$ cat src/rtl/nand3_vector_tester.sv
`default_nettype none
// +----------------------------------------------------------------------------+
// | nand3_vector_tester                                                        |
// | Gray-code stimulus/response checker for a 3-input NAND gate under test.    |
// | Optional: NAND3_TESTER_STOP_ON_FAIL_EN ends the run at the first mismatch. |
// | Revision: 1.0                                                              |
// +----------------------------------------------------------------------------+
module nand3_vector_tester #(
  parameter int SETTLE_CYCLES = 4
) (
  input  logic       clk,
  input  logic       rst_n,
  input  logic       start,
  output logic       dut_a,
  output logic       dut_b,
  output logic       dut_c,
  input  logic       dut_w,
  output logic       busy,
  output logic       done,
  output logic       pass,
  output logic [3:0] err_count,
  output logic [2:0] vec_idx
);

  typedef enum logic [1:0] {
    ST_IDLE   = 2'd0,
    ST_SETTLE = 2'd1,
    ST_SAMPLE = 2'd2,
    ST_DONE   = 2'd3
  } state_t;

  localparam logic [7:0] c_cnt_load = 8'(SETTLE_CYCLES - 1);

  state_t     r_state, w_state_nxt;
  logic [7:0] r_cnt, w_cnt_nxt;
  logic [2:0] r_idx, w_idx_nxt;
  logic [2:0] r_vec, w_vec_nxt;
  logic [3:0] r_err, w_err_nxt;
  logic       r_busy, w_busy_nxt;
  logic       r_pass, w_pass_nxt;

  logic       w_expect;
  logic       w_mismatch;
  logic [2:0] w_idx_inc;
  logic [3:0] w_err_inc;

  assign w_expect   = ~(r_vec[2] & r_vec[1] & r_vec[0]);
  // Case inequality so an X or Z on the gate output is scored as a failure.
  assign w_mismatch = (dut_w !== w_expect);
  assign w_idx_inc  = r_idx + 3'd1;
  assign w_err_inc  = r_err + {3'd0, w_mismatch};

  always_comb begin
    w_state_nxt = r_state;
    w_cnt_nxt   = r_cnt;
    w_idx_nxt   = r_idx;
    w_vec_nxt   = r_vec;
    w_err_nxt   = r_err;
    w_busy_nxt  = r_busy;
    w_pass_nxt  = r_pass;

    case (r_state)
      ST_IDLE, ST_DONE: begin
        if (start) begin
          w_state_nxt = ST_SETTLE;
          w_cnt_nxt   = c_cnt_load;
          w_idx_nxt   = 3'd0;
          w_vec_nxt   = 3'd0;
          w_err_nxt   = 4'd0;
          w_busy_nxt  = 1'b1;
          w_pass_nxt  = 1'b0;
        end else if (r_state == ST_DONE) begin
          w_state_nxt = ST_IDLE;
        end
      end

      ST_SETTLE: begin
        if (r_cnt == 8'd0) begin
          w_state_nxt = ST_SAMPLE;
        end else begin
          w_cnt_nxt = r_cnt - 8'd1;
        end
      end

      ST_SAMPLE: begin
        w_err_nxt = w_err_inc;
`ifdef NAND3_TESTER_STOP_ON_FAIL_EN
        if (w_mismatch || (r_idx == 3'd7)) begin
`else
        if (r_idx == 3'd7) begin
`endif
          w_state_nxt = ST_DONE;
          w_busy_nxt  = 1'b0;
          w_pass_nxt  = (w_err_inc == 4'd0);
        end else begin
          w_state_nxt = ST_SETTLE;
          w_idx_nxt   = w_idx_inc;
          // Binary-to-Gray so consecutive vectors differ in a single input.
          w_vec_nxt   = w_idx_inc ^ (w_idx_inc >> 1);
          w_cnt_nxt   = c_cnt_load;
        end
      end

      default: w_state_nxt = ST_IDLE;
    endcase
  end

  always_ff @(posedge clk or negedge rst_n) begin
    if (!rst_n) begin
      r_state <= ST_IDLE;
      r_cnt   <= 8'd0;
      r_idx   <= 3'd0;
      r_vec   <= 3'd0;
      r_err   <= 4'd0;
      r_busy  <= 1'b0;
      r_pass  <= 1'b0;
    end else begin
      r_state <= w_state_nxt;
      r_cnt   <= w_cnt_nxt;
      r_idx   <= w_idx_nxt;
      r_vec   <= w_vec_nxt;
      r_err   <= w_err_nxt;
      r_busy  <= w_busy_nxt;
      r_pass  <= w_pass_nxt;
    end
  end

  assign dut_a     = r_vec[2];
  assign dut_b     = r_vec[1];
  assign dut_c     = r_vec[0];
  assign busy      = r_busy;
  assign done      = (r_state == ST_DONE);
  assign pass      = r_pass;
  assign err_count = r_err;
  assign vec_idx   = r_idx;

endmodule
`default_nettype wire

$ cat config.mk
export PLATFORM = sky130hd
export DESIGN_NAME = nand3_vector_tester
export DESIGN_NICKNAME = d
export VERILOG_FILES = /design/src/rtl/nand3_vector_tester.sv
export SDC_FILE = /design/constraint.sdc
export NUM_CORES = 1
export LEC_CHECK = 0
export ABC_AREA = 1
export BUFFER_PORTS_ARGS = -buffer_cell sky130_fd_sc_hd__buf_2
export CORE_MARGIN = 10
export CORE_UTILIZATION = 40
export CTS_CLUSTER_DIAMETER = 60
export DETAILED_ROUTE_END_ITERATION = 8
export GPL_TIMING_DRIVEN = 0
export PLACE_DENSITY = 0.69
export REMOVE_ABC_BUFFERS = 1
export SLEW_MARGIN = 10
export SYNTH_ARGS = -nofsm -noshare
export SYNTH_HDL_FRONTEND = slang
export SYNTH_SLANG_ARGS = --single-unit
$ cat constraint.sdc
create_clock -name clk -period 1.93 [get_ports clk]
set_clock_uncertainty 0.2 [all_clocks]
set_input_delay 0.0965 -clock clk [delete_from_list [all_inputs] [get_ports clk]]
set_output_delay 0.0965 -clock clk [all_outputs]
set_load 0.02 [all_outputs]
==> impl_metrics.ini <==
[timing]
hold_viol_final = 0
finalCritPeriodShare_pct = 95.02
slew_violations = 0
relSlewSlack_pct = 67.92
fin_crit_ps = 1834
worst_slew_pin_slew_ps = 481.1
tns_ps = 0
fmax_ghz = 0.5453
finalSetupViolCount = 0
setup_ws_ps = 96.13

[drt]
dr.pass1.iters = 4
wl_per_cell_um = 12.67
ant_nets = 0
drt_iter0_markers = 27
vias = 1094
drt-total-wl_mm = 2.825
via_per_inst = 4.906
drc = 0

[place]
dp_hpwl_mm = 2.069
io_buffers = 16
dp_slack_ps = 59.68
gp_congestion = 0.8530
placed_area_um2 = 1378

[grt]
antenna_found_initial = 0
grt_pass1_vias = 1149
grt_max_degree = 22
overflow = 0
grt_util_all_layers_pct = 9.690
grt_pass1_wl_mm = 4.899

[job]
drv_cap = 0

[critical_path]
worstSetupPathType = reg -> reg
path_cells = inv_1 > ha_2 > inv_2 > nor2_4 > inv_2 > o21ai_4 > inv_1 > o211ai_1 > nand2_1
critPathSlowestCell = dfrtp_1
critPathLaunchType = flop
cp.arrival_ps = 1830
worstPathRequired_ps = 1930
end_kind = flop
crit_path_max_incr_delay_ps = 430
crit_fanout = 7

[clocking]
clk_latency_ps = 300
cts_sinks = 21
path_clk_slew_ps = 120
root_buffer = clkbuf_4
htreeDepth = 1
cts_tree = built
cts_made_buffers = 3
cts.path.max_buffers = 2

[power]
p_per_area_nw_per_um2 = 1381
power.switching_mw = 0.9977
p_leak_nw = 0.7875
p_seq_share_pct = 34.3
intPower_mw = 1.048
combinationalPowerShare_pct = 55.3
finalPower_mw = 2.046
vdd_drop_max_v = 0.0005657
swShare_pct = 48.77
pwr-share-clk_pct = 10.4

[die]
die_h_um = 76.27
die_w_um = 76.27
row_count = 20
start_util_pct = 41.48
core_area_um2 = 3053
num_io_pins = 17
dieArea_um2 = 5816

[finish]
multi_input_area_um2 = 676.9
area_delta_synth_final_pct = 17.00
utilization_pct = 48.52
fin_area_um2 = 1481
final_common_cell = nand2_1
drive_above_1_share_pct = 24.02
final_cell_mix = 38 x nand2_1, 20 x dfrtp_1, 17 x inv_1
num-fill-cells = 321
antennaDiodeCount = 0
fin_nets = 193
regArea_um2 = 526.8

[yosys]
synth_cells = 157
netlist_area_um2 = 1266
ys_seq_area_share_pct = 41.50
ys_seq_elements = 21
synth_cell_types = 21
yosysWarningCount = 0
avgSynthCellArea_um2 = 8.065

[hold_path]
min_path_type = in -> async

[status]
status = complete, no violations
==> flip-flops by register name (all words and copies together), names as in the netlist <==
register and cells:
err_count 4, r_state 2, busy 1, pass 1, r_vec 2, vec_idx 3
r_cnt 8
==> stage by stage <==
stage | std cells | hold slack [ps]
global route | 223 | 91.96
finish | 223 | 72.01
global placement | 214 | -115.9
floorplan | 154 | -399.1
detailed placement | 214 | -116.8
CTS | 219 | 20.81
==> layer usage <==
layer,vias up,share of wire [%],global-route usage [%]
met4,0,0.32,1.673
met1,527,43,11.13
li1,547,-,-
met5,-,0,0
met2,18,52,17.26
met3,2,4.1,3.066
==> area by class of cell <==
class / count / share of cell area, %
flip-flops and latches: 21 / 35.56
clock buffers: 4 / 1.774
repair buffers: 20 / 7.601
inverters: 21 / 5.659
well taps: 44 / 3.716
multi-input cells: 113 / 45.69
==> worst max-delay path, delay by kind of cell (launching register included) <==
kind	cells	cell delay, ps
adders and majority gates	1	380
buffers and inverters	4	310
DFF	1	430
AOI/OAI and AO/OA	2	210
and+or+nand+nor	2	210
==> Yosys cell counts <==
| library cell | count | area (um2) |
|---|---|---|
| buf_2 | 1 | 5.000 |
| xor2_1 | 7 | 61.31 |
| ha_1 | 9 | 112.6 |
| inv_1 | 18 | 67.56 |
| dfrtp_1 | 21 | 525.5 |
| nand4_1 | 4 | 25.02 |
| nor2_4 | 2 | 22.52 |
| nor3_1 | 1 | 5.000 |
| o21ai_0 | 15 | 75.07 |
| o21ai_2 | 4 | 35.03 |
| buf_6 | 1 | 11.26 |
| buf_4 | 1 | 7.510 |
| o21ai_1 | 3 | 15.01 |
| nor2_1 | 12 | 45.04 |
| nand3_1 | 10 | 50.05 |
| inv_4 | 1 | 6.260 |
| o211ai_1 | 2 | 15.01 |
| nand2_4 | 1 | 11.26 |
| xnor2_1 | 1 | 8.760 |
| nand2_1 | 41 | 153.9 |
| inv_2 | 2 | 7.510 |
==> path summary, 6_finish.rpt <==
path / startpoint / endpoint / slack [ps] / cells after the start
worst min register to register: r_cnt[0] / r_cnt[0] / 290 / 2
worst max register to register: r_state[0] / r_state[0] / 100 / 9
max in group asynchronous: rst_n / vec_idx[0] / 1100 / 2
worst max-delay path: r_state[0] / r_state[0] / 100 / 9
worst min-delay path: rst_n / r_cnt[6] / 70 / 2
min in group clk: start / err_count[2] / 70 / 5
==> repair_timing <==
action	4_1_cts	5_1_grt
resized for setup	0	13
hold endpoints to repair	21	0
hold buffers	1	0
setup endpoints to repair	0	16
buffers inserted	0	3
==> power groups by stage <==
| stage | Combinational [mW] | Sequential [mW] | Clock (mW) |
|---|---|---|---|
| final | 1.13 | 0.702 | 0.212 |
| after global routing | 1.29 | 0.723 | 0.243 |
| after CTS | 1.04 | 0.695 | 0.219 |
| after detailed placement | 1.03 | 0.703 | 0 |
| after global placement | 0.981 | 0.695 | 0 |
| after floorplan | 0.730 | 0.738 | 0 |
==> cells by family after synthesis <==
family / synth area share, %
fa+ha+maj: 8.893
compound gates: 11.07
xor+xnor: 5.534
flops: 41.50
buf+inv: 8.300
simple gates: 24.70
Note: power is estimated with default switching activity, not from simulation.
